`src/rtl/tfl_defs.sv`:
```
// Shared definitions for the two-road traffic-light controller:
// phase codes, lamp encodings and phase code width.
package tfl_defs;

   localparam int unsigned PHASE_W = 3;

   // EMERG only becomes reachable when TFL_EMERGENCY_EN is defined;
   // otherwise code 7 is treated as illegal and recovers to AR_A.
   typedef enum logic [PHASE_W-1:0] {
      AR_A  = 3'd0,
      GRN_A = 3'd1,
      YEL_A = 3'd2,
      AR_B  = 3'd3,
      GRN_B = 3'd4,
      YEL_B = 3'd5,
      PED   = 3'd6,
      EMERG = 3'd7
   } phase_e;

   // Lamp encodings, {red,yellow,green}
   localparam logic [2:0] LAMP_RED = 3'b100;
   localparam logic [2:0] LAMP_YEL = 3'b010;
   localparam logic [2:0] LAMP_GRN = 3'b001;

endpackage

```
`src/rtl/tfl_phase_timer.sv`:
```
// Restartable phase timer: counts cycles in the current phase and flags the
// last cycle of the programmed duration. A duration of 2^CNT_W arrives
// truncated to 0, and the modular subtract still yields the all-ones terminal.
module tfl_phase_timer #(
   parameter int unsigned CNT_W = 10
) (
   input  logic             clk,
   input  logic             reset,
   input  logic             clear,
   input  logic [CNT_W-1:0] duration,
   output logic [CNT_W-1:0] cnt,
   output logic             done
);

   logic [CNT_W-1:0] cnt_q;
   logic [CNT_W-1:0] cnt_d;

   // Next count: restart on phase change, otherwise advance
   always_comb begin
      cnt_d = cnt_q + CNT_W'(1);
      if (clear) begin
         cnt_d = '0;
      end
   end

   // Count register, asynchronous reset
   always_ff @(posedge clk or posedge reset) begin
      if (reset) begin
         cnt_q <= '0;
      end else begin
         cnt_q <= cnt_d;
      end
   end

   assign cnt  = cnt_q;
   assign done = (cnt_q == duration - CNT_W'(1));

endmodule

```
`src/rtl/tfl_phase_controller.sv`:
```
// Two-road traffic-light phase sequencer with on-demand pedestrian phase.
// Optional emergency override is enabled by defining TFL_EMERGENCY_EN.
module tfl_phase_controller
   import tfl_defs::*;
#(
   parameter int unsigned GREEN_A  = 60,
   parameter int unsigned GREEN_B  = 50,
   parameter int unsigned YELLOW   = 5,
   parameter int unsigned ALL_RED  = 2,
   parameter int unsigned PED_WALK = 10,
   parameter int unsigned CNT_W    = 10
) (
   input  logic               clk,
   input  logic               reset,
   input  logic               ped_req,
`ifdef TFL_EMERGENCY_EN
   input  logic               emerg,
`endif
   output logic [2:0]         light_a,
   output logic [2:0]         light_b,
   output logic               walk,
   output logic               ped_ack,
   output logic [PHASE_W-1:0] state_o,
   output logic [CNT_W-1:0]   phase_cnt
);

   localparam logic [CNT_W-1:0] DUR_GA  = CNT_W'(GREEN_A);
   localparam logic [CNT_W-1:0] DUR_GB  = CNT_W'(GREEN_B);
   localparam logic [CNT_W-1:0] DUR_Y   = CNT_W'(YELLOW);
   localparam logic [CNT_W-1:0] DUR_AR  = CNT_W'(ALL_RED);
   localparam logic [CNT_W-1:0] DUR_PED = CNT_W'(PED_WALK);

   phase_e           state_q, state_d;
   logic             pend_q, pend_d;
   logic [CNT_W-1:0] phase_dur;
   logic [CNT_W-1:0] cnt;
   logic             done;
   logic             clear;
   logic             emerg_w;

`ifdef TFL_EMERGENCY_EN
   assign emerg_w = emerg;
`else
   assign emerg_w = 1'b0;
`endif

   tfl_phase_timer #(
      .CNT_W(CNT_W)
   ) u_timer (
      .clk      (clk),
      .reset    (reset),
      .clear    (clear),
      .duration (phase_dur),
      .cnt      (cnt),
      .done     (done)
   );

   // Phase duration select, next phase, pedestrian latch and timer restart
   always_comb begin
      state_d   = state_q;
      pend_d    = pend_q | ped_req;
      phase_dur = DUR_AR;
      case (state_q)
         AR_A: begin
            phase_dur = DUR_AR;
            if (done) state_d = GRN_A;
         end
         GRN_A: begin
            phase_dur = DUR_GA;
            if (done || emerg_w) state_d = YEL_A;
         end
         YEL_A: begin
            phase_dur = DUR_Y;
            if (done) state_d = emerg_w ? EMERG : AR_B;
         end
         AR_B: begin
            phase_dur = DUR_AR;
            if (done) state_d = GRN_B;
         end
         GRN_B: begin
            phase_dur = DUR_GB;
            if (done || emerg_w) state_d = YEL_B;
         end
         YEL_B: begin
            phase_dur = DUR_Y;
            if (done) begin
               if (emerg_w)     state_d = EMERG;
               else if (pend_q) state_d = PED;
               else             state_d = AR_A;
            end
         end
         PED: begin
            phase_dur = DUR_PED;
            if (done) state_d = emerg_w ? EMERG : AR_A;
         end
`ifdef TFL_EMERGENCY_EN
         EMERG: begin
            if (!emerg_w) state_d = AR_A;
         end
`endif
         default: state_d = AR_A;
      endcase
      // Entering PED serves the request, including one sampled on this edge
      if (state_q == YEL_B && state_d == PED) begin
         pend_d = 1'b0;
      end
      // EMERG keeps the timer parked at 0 so an indefinite hold cannot wrap it
      clear = (state_d != state_q) || (state_q == EMERG);
   end

   // Phase and pending-request registers
   always_ff @(posedge clk or posedge reset) begin
      if (reset) begin
         state_q <= AR_A;
         pend_q  <= 1'b0;
      end else begin
         state_q <= state_d;
         pend_q  <= pend_d;
      end
   end

   // Moore lamp decode from registered phase
   always_comb begin
      light_a = LAMP_RED;
      light_b = LAMP_RED;
      walk    = 1'b0;
      case (state_q)
         GRN_A:   light_a = LAMP_GRN;
         YEL_A:   light_a = LAMP_YEL;
         GRN_B:   light_b = LAMP_GRN;
         YEL_B:   light_b = LAMP_YEL;
         PED:     walk    = 1'b1;
         default: ;
      endcase
   end

   assign ped_ack   = (state_q == PED) && (cnt == '0);
   assign state_o   = state_q;
   assign phase_cnt = cnt;

endmodule

```
`config.mk`:
```
export PLATFORM = sky130hd
export DESIGN_NAME = tfl_phase_controller
export DESIGN_NICKNAME = d
export VERILOG_FILES = /design/src/rtl/tfl_defs.sv /design/src/rtl/tfl_phase_timer.sv /design/src/rtl/tfl_phase_controller.sv
export SDC_FILE = /design/constraint.sdc
export NUM_CORES = 1
export LEC_CHECK = 0
export ABC_CLOCK_PERIOD_IN_PS = 3270
export BUFFER_PORTS_ARGS = -buffer_cell sky130_fd_sc_hd__buf_2
export CORE_UTILIZATION = 50
export CTS_BUF_LIST = sky130_fd_sc_hd__clkbuf_8
export CTS_CLUSTER_DIAMETER = 40
export DETAILED_ROUTE_END_ITERATION = 8
export PLACE_DENSITY = 0.79
export SLEW_MARGIN = 10
export SYNTH_ARGS = -nofsm -noshare
export SYNTH_HDL_FRONTEND = slang
export SYNTH_HIERARCHICAL = 1
export SYNTH_SLANG_ARGS = --single-unit
```
`constraint.sdc`:
```
create_clock -name clk -period 3.27 [get_ports clk]
set_input_delay 0.4905 -clock clk [delete_from_list [all_inputs] [get_ports clk]]
set_output_delay 0.4905 -clock clk [all_outputs]
set_load 0.03 [all_outputs]
```
==> results of run 1 <==
## placed cells by master, fill, tap and decap left out, types with 4 or more instances in the layout
master and count:
clkbuf_8 4, buf_4 5, inv_1 6, conb_1 13, a21oi_1 6, dfrtp_1 14
buf_2 23, and3_1 5, nand3_1 8, nand2b_1 5, xnor2_1 11, nor2_1 20
xor2_1 10, nand2_1 7
## through the flow
| step | util (%) | total power (W) | setup slack (ns) |
|---|---|---|---|
| 2_1_floorplan | - | 0.000186 | 0.0439 |
| 5_1_grt | 67.5 | 0.000367 | 0.108 |
| 3_5_place_dp | 64.8 | 0.000189 | 0.282 |
| 3_3_place_gp | 64.8 | 0.000189 | 0.391 |
| 6_report | 67.5 | 0.000349 | 0.275 |
| 4_1_cts | 67.5 | 0.000354 | 0.264 |
## where the power goes
group	internal, W	switching (W)
clock	0.000106	0.0000570
sequential	0.000173	0.0000000000000000000216
combinational	0.00000428	0.00000834
total	0.000284	0.0000653
## kinds of logic after synthesis
family | after synthesis | share of synthesized area [%]
flip-flops | 14 | 31.6
multiplexers | 3 | 2.71
other | 1 | 0.338
XOR/XNOR | 21 | 16.6
adder cells (fa/ha/maj) | 2 | 2.25
AND/OR/NAND/NOR | 61 | 29.9
buffers and inverters | 14 | 5.19
AO/OA/AOI/OAI | 19 | 11.5
## sequential cells by signal, indices dropped and copies added (netlist names)
signal,cells
pend_q,1
state_o,3
u_timer/cnt,10
## final cells by class
cell class	instances	area, µm²	share of cell area (%)
Multi-Input combinational cell	119	747	54.7
Sequential cell	14	350	25.7
Timing Repair Buffer	28	153	11.2
Clock buffer	4	55.1	4.03
Tap cell	27	33.8	2.47
Inverter	7	26.3	1.92
## how the worst min path moves through the flow
stage               startpoint          to  slack, ns  cells after the start
finish                   reset  state_o[1]       0.13                      2
floorplan                reset      pend_q       0.26                      1
detailed placement       reset      pend_q       0.39                      2
global route             reset  state_o[1]       0.13                      2
global placement         reset      pend_q       0.39                      2
CTS                      reset      pend_q       0.13                      2
## routing by layer
metal	global-route usage (%)	part of all wire, %	vias up
met2	38.4	51	28
met5	0	0	-
met3	1.25	3.3	4
met4	9.80	0.93	0
met1	28.3	44	507
li1	-	-	521
## worst max-delay path: stages (launching register included)
cell and delay, ns:
dfrtp_1 0.42, nor2b_1 0.08, and2_1 0.18, nand2b_1 0.20
or4_4 0.60, nor2_4 0.10, xnor2_1 0.07, or4_4 0.51
a211oi_2 0.24, buf_4 0.20, nand2_1 0.05, a21oi_1 0.12
o22a_1 0.15
==> key figures, run 1 <==
Run status
  – Status: completed

Yosys
  – Top-count cell post-synth: nor2_1
  – Flops & latches, synth: 14
  – Synth area leader: dfrtp_1
  – Distinct cells, synth: 36
  – Sequential area share after synthesis: 31.6%
  – Main synth FF type: dfrtp_1
  – Synth top area share: 31.6%
  – Cell count after synthesis: 135
  – Ranking of synthesized cells by area: dfrtp_1, xnor2_1, xor2_1
  – Async SR Flop Fraction: 100%
  – Post-Syn Area per Cell: 8.22 µm²
  – Yosys warnings: 6
  – Synth top cells by count: nor2_1, dfrtp_1, xnor2_1
  – Post-synth EDFFs: 0
  – Cell Area, Synth: 1110 µm²

Setup path
  – Crit Reg-Reg Startpoint: state_o[1]
  – Critical path fanouts, max: 6
  – Critical path class: flop to flop
  – CP Launch Type: flop
  – Crit path DAT: 3.17 ns
  – R2r setup slk: 0.27 ns
  – Crit path from: state_o[1]
  – CP endpoint kind: flop
  – CP required: 3.45 ns
  – CP endpoint: state_o[1]
  – Reg2reg path depth: 12
  – RR Endpoint: state_o[1]

Flow run
  – Max Cap Viol: 0

Route
  – First-pass DRT Iterations: 4
  – DR DRC count: 0
  – Final wirelength: 2.48 mm
  – Routed wire per std cell: 12.5 µm
  – DRT iter0 DRCs: 34
  – Vias: 1060
  – Drt via density: 5.33
  – Post-DRT Antenna Nets: 0

Placed design
  – Dpl cells: 195
  – # port buffers: 23
  – Placed cell areas: 1310 µm²
  – Hpwl dp: 1.93 mm
  – Placer congestion estimate: 0.838

Final layout
  – Post-Layout Cell Count: 199
  – Area delta synth->final: 23.0%
  – N_diodes: 0
  – Fin area: 1370 µm²
  – Share of cells above drive strength 1: 23.3%
  – Final #Nets: 178
  – Fillers: 186

Global routing
  – Initial antenna violation count: 0
  – Wire length of the first global-routing pass: 4.17 mm
  – Largest net degree at the start of global routing: 13
  – GRT Resource Usage Total: 22.2%
  – GRT Residual Overflow: 0
  – Vias in the first global route: 992

Timing
  – Crit path time final: 3.00 ns
  – Fin crit share: 91.6%
  – Max Slew Vio Count: 0
  – Min Hold Slack: 0.133 ns
  – Final Hold Viols: 0
  – Setup TNS: 0 ns
  – RSZ-0062 raised after global routing: false
  – Achievable Freq: 334 MHz
  – Setup Skew: 0.000526 ns
  – # setup viols final: 0

Pwr
  – Power density over the cells: 256 nW/µm²
  – Lkg Pwr: 0.656 nW
  – Max IR drop VDD: 0.000310 V

Clock network
  – Worst skew pair latency: 0.24 ns
  – CTS clock-pin slew for the worst setup and hold paths: 0.05 ns
  – CTS Hold Buffers Added: 0
  – Clock Path Buffers: 2
  – H-Tree Depth: 1
  – Root Driver: clkbuf_8
  – CTS tree: yes
  – CTS Buf Count: 3
  – Post-CTS Setup Repair Bufs: 0
  – PostCTS Resize Cnt: 0
  – Clock Sink Count: 14

Die
  – Die ar.: 2410 µm²
  – Initial Util: 54.9%
  – Die extent in y: 49.1 µm
  – Chip width: 49.1 µm
  – Core Footprint: 2020 µm²
  – Core Rows: 16
  – Ports: 24

Worst hold path
  – Min-delay worst type: primary input to async pin
(Power assumes the default switching activity.)
==> inputs of run 2 (changes only) <==
--- a/config.mk
+++ b/config.mk
@@ -7,11 +7,13 @@
 export LEC_CHECK = 0
 export ABC_CLOCK_PERIOD_IN_PS = 3270
 export BUFFER_PORTS_ARGS = -buffer_cell sky130_fd_sc_hd__buf_2
-export CORE_UTILIZATION = 50
+export CELL_PAD_IN_SITES_DETAIL_PLACEMENT = 1
+export CELL_PAD_IN_SITES_GLOBAL_PLACEMENT = 1
+export CORE_UTILIZATION = 37
 export CTS_BUF_LIST = sky130_fd_sc_hd__clkbuf_8
 export CTS_CLUSTER_DIAMETER = 40
 export DETAILED_ROUTE_END_ITERATION = 8
-export PLACE_DENSITY = 0.79
+export PLACE_DENSITY = 0.8
 export SLEW_MARGIN = 10
 export SYNTH_ARGS = -nofsm -noshare
 export SYNTH_HDL_FRONTEND = slang
==> key figures, run 2 (synthesis results as in run 1) <==
Worst hold path
  – Min-delay worst type: primary input to async pin (unchanged)

Setup path
  – R2r setup slk: 0.16 ns (was 0.27 ns)
  – CP max-delay cell: or4_4 (unchanged)
  – CP Cell Sequence: nor2b_1, and2_1, nand2b_1, or4_4, nor2_4, xnor2_1, or4_4, a211oi_4, nand2_1, mux2i_1, a21o_1 (was nor2b_1, and2_1, nand2b_1, or4_4, nor2_4, xnor2_1, or4_4, a211oi_2, buf_4, nand2_1, a21oi_1, o22a_1)
  – CP required: 3.40 ns (was 3.45 ns)
  – Worst path max stage delay: 0.60 ns (about the same)
  – Crit Reg-Reg Startpoint: state_o[0] (was state_o[1])
  – Critical path class: flop to flop (unchanged)
  – Critical path fanouts, max: 8 (was 6)
  – CP endpoint kind: flop (unchanged)
  – Critical Path Most Common Cell: or4_4 (unchanged)
  – CP Launch Type: flop (unchanged)
  – Crit path DAT: 3.24 ns (was 3.17 ns)
  – Reg2reg path depth: 11 (was 12)
  – RR Endpoint: state_o[2] (was state_o[1])

Final layout
  – Final #Nets: 177 (was 178)
  – Fin area: 1370 µm² (about the same)
  – Most frequent cells in the layout: buf_2, nor2_1, dfrtp_1 (unchanged)
  – Largest register FFs: 10 (unchanged)
  – N_diodes: 0 (unchanged)
  – Area delta synth->final: 23.4% (was 23.0%)
  – Fillers: 357 (was 186)
  – Most common cell after layout, fill and taps aside: buf_2 (unchanged)
  – Share of cells above drive strength 1: 22.8% (was 23.3%)

Global routing
  – Largest net degree at the start of global routing: 13 (unchanged)
  – GRT Residual Overflow: 0 (unchanged)
  – Vias in the first global route: 1034 (was 992)
  – Wire length of the first global-routing pass: 4.64 mm (was 4.17 mm)
  – GRT Resource Usage Total: 18.9% (was 22.2%)
  – Initial antenna violation count: 0 (unchanged)

Timing
  – Setup TNS: 0 ns (unchanged)
  – Fin worst setup slack: 0.161 ns (was 0.275 ns)
  – Fin crit share: 95.1% (was 91.6%)
  – Max Slew Vio Count: 0 (unchanged)
  – Final Hold Viols: 0 (unchanged)
  – # setup viols final: 0 (unchanged)
  – RSZ-0062 raised after global routing: false (unchanged)
  – Setup Skew: 0.00397 ns (was 0.000526 ns)
  – Crit path time final: 3.11 ns (was 3.00 ns)
  – Achievable Freq: 322 MHz (was 334 MHz)

Placed design
  – Placement Setup Slack: 0.0482 ns (was 0.282 ns)
  – Hpwl dp: 2.19 mm (was 1.93 mm)
  – # port buffers: 23 (unchanged)
  – Placed cell areas: 1310 µm² (about the same)
  – Placer congestion estimate: 0.792 (was 0.838)

Die
  – Ports: 24 (unchanged)
  – Chip width: 56.8 µm (was 49.1 µm)
  – Die extent in y: 56.8 µm (was 49.1 µm)
  – Initial Util: 39.6% (was 54.9%)
  – Die ar.: 3220 µm² (was 2410 µm²)
  – Core Rows: 19 (was 16)
  – Core Footprint: 2810 µm² (was 2020 µm²)

Clock network
  – Post-CTS Setup Repair Bufs: 0 (unchanged)
  – Clock Sink Count: 14 (unchanged)
  – CTS Buf Count: 3 (unchanged)
  – CTS tree: yes (unchanged)
  – Clock Path Buffers: 2 (unchanged)
  – Worst skew pair latency: 0.25 ns (was 0.24 ns)
  – CTS clock-pin slew for the worst setup and hold paths: 0.05 ns (about the same)
  – Root Driver: clkbuf_8 (unchanged)
  – H-Tree Depth: 1 (unchanged)

Route
  – Drt via density: 5.14 (was 5.33)
  – Routed wl met3: 70 µm (was 81 µm)
  – Routed wire per std cell: 14.1 µm (was 12.5 µm)
  – DRT iter0 DRCs: 25 (was 34)
  – Post-DRT Antenna Nets: 0 (unchanged)
  – DR DRC count: 2 (was 0)
  – First-pass DRT Iterations: 6 (was 4)
  – Max Used Layer: met4 (unchanged)
  – Final wirelength: 2.85 mm (was 2.48 mm)
  – Met1 WL: 1.35 mm (was 1.11 mm)
  – Vias: 1038 (was 1060)
  – DR WL met2: 1.37 mm (was 1.27 mm)

Run status
  – Status: finished with violations (was completed)
  – Violated checks: DRC

Pwr
  – Power density over the cells: 258 nW/µm² (was 256 nW/µm²)
  – Lkg Pwr: 0.651 nW (was 0.656 nW)
  – Total Power: 0.000354 W (was 0.000349 W)
  – Max IR drop VDD: 0.000297 V (was 0.000310 V)

Flow run
  – Max Cap Viol: 0 (unchanged)
run 2: cell count changes in the layout (fill, tap and decap cells not counted):
cell      change
buf_4         -1
a211oi_4      +1
a211oi_2      -1
run 2: worst max path at each step:
stage,startpoint,endpoint,slack (ns),depth (start not counted)
6_report,state_o[0],state_o[2],0.16,11
4_1_cts,state_o[0],state_o[2],0.02,11
3_3_place_gp,state_o[0],state_o[2],0.16,13
5_1_grt,state_o[0],state_o[2],0.01,13
2_1_floorplan,state_o[0],u_timer/cnt[0],0.04,12
3_5_place_dp,state_o[2],state_o[2],0.05,10
run 2: cell type report:
class                           instances  area [µm²]  share of cell area [%]
Inverter                                7        26.3                    1.92
Sequential cell                        14         350                    25.6
Timing Repair Buffer                   27         145                    10.6
Multi-Input combinational cell        119         754                    55.1
Clock buffer                            4        55.1                    4.02
Tap cell                               31        38.8                    2.83
run 2: power by group:
| group | switching, W | total, W | internal, W |
|---|---|---|---|
| Sequential | 0.0000000000000000000250 | 0.000173 | 0.000173 |
| Clock | 0.0000601 | 0.000167 | 0.000107 |
| Combinational | 0.00000920 | 0.0000135 | 0.00000431 |
| Total | 0.0000693 | 0.000354 | 0.000284 |
run 2: layer usage:
metal	GRT usage, %	vias to the layer above
met1	24.0	495
li1	-	520
met5	0	-
met3	3.46	6
met2	31.3	17
met4	8.36	0
run 2: what timing repair did:
action / 4_1_cts / 5_1_grt
hold buffers: 0 / 0
resized for setup: 0 / 1
setup endpoints to repair: 0 / 12
run 2: worst max-delay path: cells and delay by family (launching register included):
kind                      cells  cell delay [ns]
and+or+nand+nor               7             1.87
DFF                           1             0.37
AOI/OAI and AO/OA             2             0.53
xor gates and xnor gates      1             0.08
muxes                         1             0.13
run 2: stage by stage:
step	util, %	cells	hold slack, ns
finish	48.8	202	0.125
global route	48.8	202	0.135
CTS	48.6	202	0.124
detailed placement	46.6	198	0.394
global placement	46.6	198	0.385
floorplan	-	147	0.257
==> inputs of run 3 (changes only) <==
--- a/config.mk
+++ b/config.mk
@@ -5,10 +5,11 @@
 export SDC_FILE = /design/constraint.sdc
 export NUM_CORES = 1
 export LEC_CHECK = 0
-export ABC_CLOCK_PERIOD_IN_PS = 3270
+export ABC_CLOCK_PERIOD_IN_PS = 2500
 export BUFFER_PORTS_ARGS = -buffer_cell sky130_fd_sc_hd__buf_2
 export CELL_PAD_IN_SITES_DETAIL_PLACEMENT = 1
 export CELL_PAD_IN_SITES_GLOBAL_PLACEMENT = 1
+export CORE_ASPECT_RATIO = 0.7
 export CORE_UTILIZATION = 37
 export CTS_BUF_LIST = sky130_fd_sc_hd__clkbuf_8
 export CTS_CLUSTER_DIAMETER = 40
==> constraint.sdc (replaced) <==
create_clock -name clk -period 2.5 [get_ports clk]
set_input_delay 0.375 -clock clk [delete_from_list [all_inputs] [get_ports clk]]
set_output_delay 0.375 -clock clk [all_outputs]
set_load 0.03 [all_outputs]
==> key figures, run 3 (synthesis results as in run 1) <==
Setup path
  – R2r setup slk: -0.40 ns (was 0.16 ns)
  – Crit path DAT: 3.07 ns (was 3.24 ns)
  – Critical path class: flop to flop (unchanged)
  – CP required: 2.67 ns (was 3.40 ns)
  – Crit Reg-Reg Startpoint: state_o[0] (unchanged)
  – CP Launch Type: flop (unchanged)
  – Critical path fanouts, max: 8 (unchanged)
  – CP endpoint kind: flop (unchanged)
  – Reg2reg path depth: 12 (was 11)
  – RR Endpoint: state_o[1] (was state_o[2])

Die
  – Core Footprint: 2820 µm² (was 2810 µm²)
  – Die ar.: 3230 µm² (was 3220 µm²)
  – Core Rows: 16 (was 19)
  – Chip width: 67.5 µm (was 56.8 µm)
  – Die extent in y: 47.8 µm (was 56.8 µm)
  – Ports: 24 (unchanged)
  – Initial Util: 39.3% (was 39.6%)

Global routing
  – Vias in the first global route: 1158 (was 1034)
  – Wire length of the first global-routing pass: 5.47 mm (was 4.64 mm)
  – Largest net degree at the start of global routing: 12 (was 13)
  – GRT Resource Usage Total: 24.0% (was 18.9%)
  – Initial antenna violation count: 0 (unchanged)
  – GRT Residual Overflow: 0 (unchanged)

Pwr
  – Clk pwr share: 47.5% (was 47.2%)
  – Sequential share of power: 48.7% (was 49.0%)
  – Cell Int Power: 0.000372 W (was 0.000284 W)
  – Lkg Pwr: 0.784 nW (was 0.651 nW)
  – Total Power: 0.000466 W (was 0.000354 W)
  – Max IR drop VDD: 0.000268 V (was 0.000297 V)
  – Switching share of power: 20.1% (was 19.6%)
  – Power density over the cells: 287 nW/µm² (was 258 nW/µm²)
  – Sw power: 0.0000938 W (was 0.0000693 W)
  – Combinational share of power: 3.8% (about the same)

Flow run
  – Max Cap Viol: 0 (unchanged)

Route
  – Vias: 1131 (was 1038)
  – Drt via density: 4.96 (was 5.14)
  – DRT iter0 DRCs: 43 (was 25)
  – DR DRC count: 0 (was 2)
  – First-pass DRT Iterations: 4 (was 6)
  – Final wirelength: 3.57 mm (was 2.85 mm)
  – Post-DRT Antenna Nets: 0 (unchanged)
  – Routed wire per std cell: 15.7 µm (was 14.1 µm)

Clock network
  – Clock Path Buffers: 2 (unchanged)
  – CTS Buf Count: 3 (unchanged)
  – CTS clock-pin slew for the worst setup and hold paths: 0.06 ns (was 0.05 ns)
  – Worst skew pair latency: 0.24 ns (was 0.25 ns)
  – CTS Hold Buffers Added: 0 (unchanged)
  – Clock Sink Count: 14 (unchanged)
  – H-Tree Depth: 1 (unchanged)
  – CTS tree: yes (unchanged)
  – Root Driver: clkbuf_8 (unchanged)

Timing
  – Fin crit share: 116% (was 95.1%)
  – RSZ-0062 raised after global routing: true (was false)
  – Fin worst setup slack: -0.396 ns (was 0.161 ns)
  – # setup viols final: 14 (was 0)
  – Crit path time final: 2.90 ns (was 3.11 ns)
  – Setup TNS: -3.81 ns (was 0 ns)
  – Min Hold Slack: 0.0166 ns (was 0.125 ns)
  – Achievable Freq: 345 MHz (was 322 MHz)
  – Max Slew Vio Count: 0 (unchanged)
  – Setup Skew: 0.00130 ns (was 0.00397 ns)
  – Final Hold Viols: 0 (unchanged)

Final layout
  – Most common cell after layout, fill and taps aside: buf_4 (was buf_2)
  – Fin area: 1620 µm² (was 1370 µm²)
  – N_diodes: 0 (unchanged)
  – Largest register FFs: 10 (unchanged)
  – Area delta synth->final: 46.0% (was 23.4%)
  – Final #Nets: 198 (was 177)
  – Fin util: 57.4% (was 48.8%)
  – Most frequent cells in the layout: buf_4, buf_2, nor2_1 (was buf_2, nor2_1, dfrtp_1)
  – Share of cells above drive strength 1: 38.5% (was 22.8%)

Placed design
  – Hpwl dp: 2.53 mm (was 2.19 mm)
  – # port buffers: 23 (unchanged)
  – Placer congestion estimate: 0.850 (was 0.792)
  – Placed cell areas: 1490 µm² (was 1310 µm²)

Run status
  – Status: finished with violations (unchanged)
  – Violated checks: setup timing (was DRC)

Worst hold path
  – Min-delay worst type: primary input to async pin (unchanged)
-- run 3: area by class of cell --
type	instances	area, µm²
fill	359	1200
inverter	7	31.3
multi-input combinational	119	828
clock buffer	4	55.1
tap	36	45.0
timing repair buffer	48	307
sequential	14	354
-- run 3: worst max-delay path: stages (launching register included) --
cell and delay [ns]:
dfrtp_2 0.44, nor2b_4 0.14, and2_4 0.16, nand2b_4 0.15
or4_4 0.51, nor2_4 0.11, xnor2_1 0.07, or4_4 0.48
a211oi_2 0.15, buf_4 0.19, nand2_1 0.10, a21oi_2 0.15
o22a_1 0.18
-- run 3: repair_timing --
| item | CTS | global route |
|---|---|---|
| resized for setup | 2 | 8 |
| pin swaps | 4 | 2 |
| setup buffers | 0 | 3 |
| setup endpoints to repair | 14 | 14 |
-- run 3: worst max-delay path by stage --
| stage | start | end | slack (ns) | cells past startpoint |
|---|---|---|---|---|
| after global routing | state_o[0] | state_o[1] | -0.49 | 12 |
| after global placement | state_o[0] | state_o[2] | -0.37 | 12 |
| after floorplan | state_o[0] | state_o[2] | -0.48 | 12 |
| final | state_o[0] | state_o[1] | -0.40 | 12 |
| after CTS | state_o[0] | state_o[2] | -0.33 | 12 |
| after detailed placement | state_o[0] | u_timer/cnt[1] | -0.41 | 11 |
-- run 3: through the flow --
stage | std cells | worst slack (ns)
after floorplan | 147 | -0.476
after global placement | 221 | -0.365
after detailed placement | 221 | -0.406
after CTS | 225 | -0.331
after global routing | 228 | -0.488
final | 228 | -0.396
-- run 3: power by group through the flow --
| stage | logic, W | registers [W] | clock network, W |
|---|---|---|---|
| finish | 0.0000176 | 0.000227 | 0.000221 |
| global route | 0.0000208 | 0.000226 | 0.000233 |
| CTS | 0.0000171 | 0.000227 | 0.000221 |
| detailed placement | 0.0000168 | 0.000231 | 0 |
| global placement | 0.0000162 | 0.000231 | 0 |
| floorplan | 0.0000127 | 0.000231 | 0 |
-- run 3: layer usage --
layer	up-vias	GRT usage, %	routed length, µm
met5	-	0	0
met4	0	8.09	13
met3	2	3.10	108
met2	21	43.0	1760
met1	550	30.6	1690
li1	558	-	-
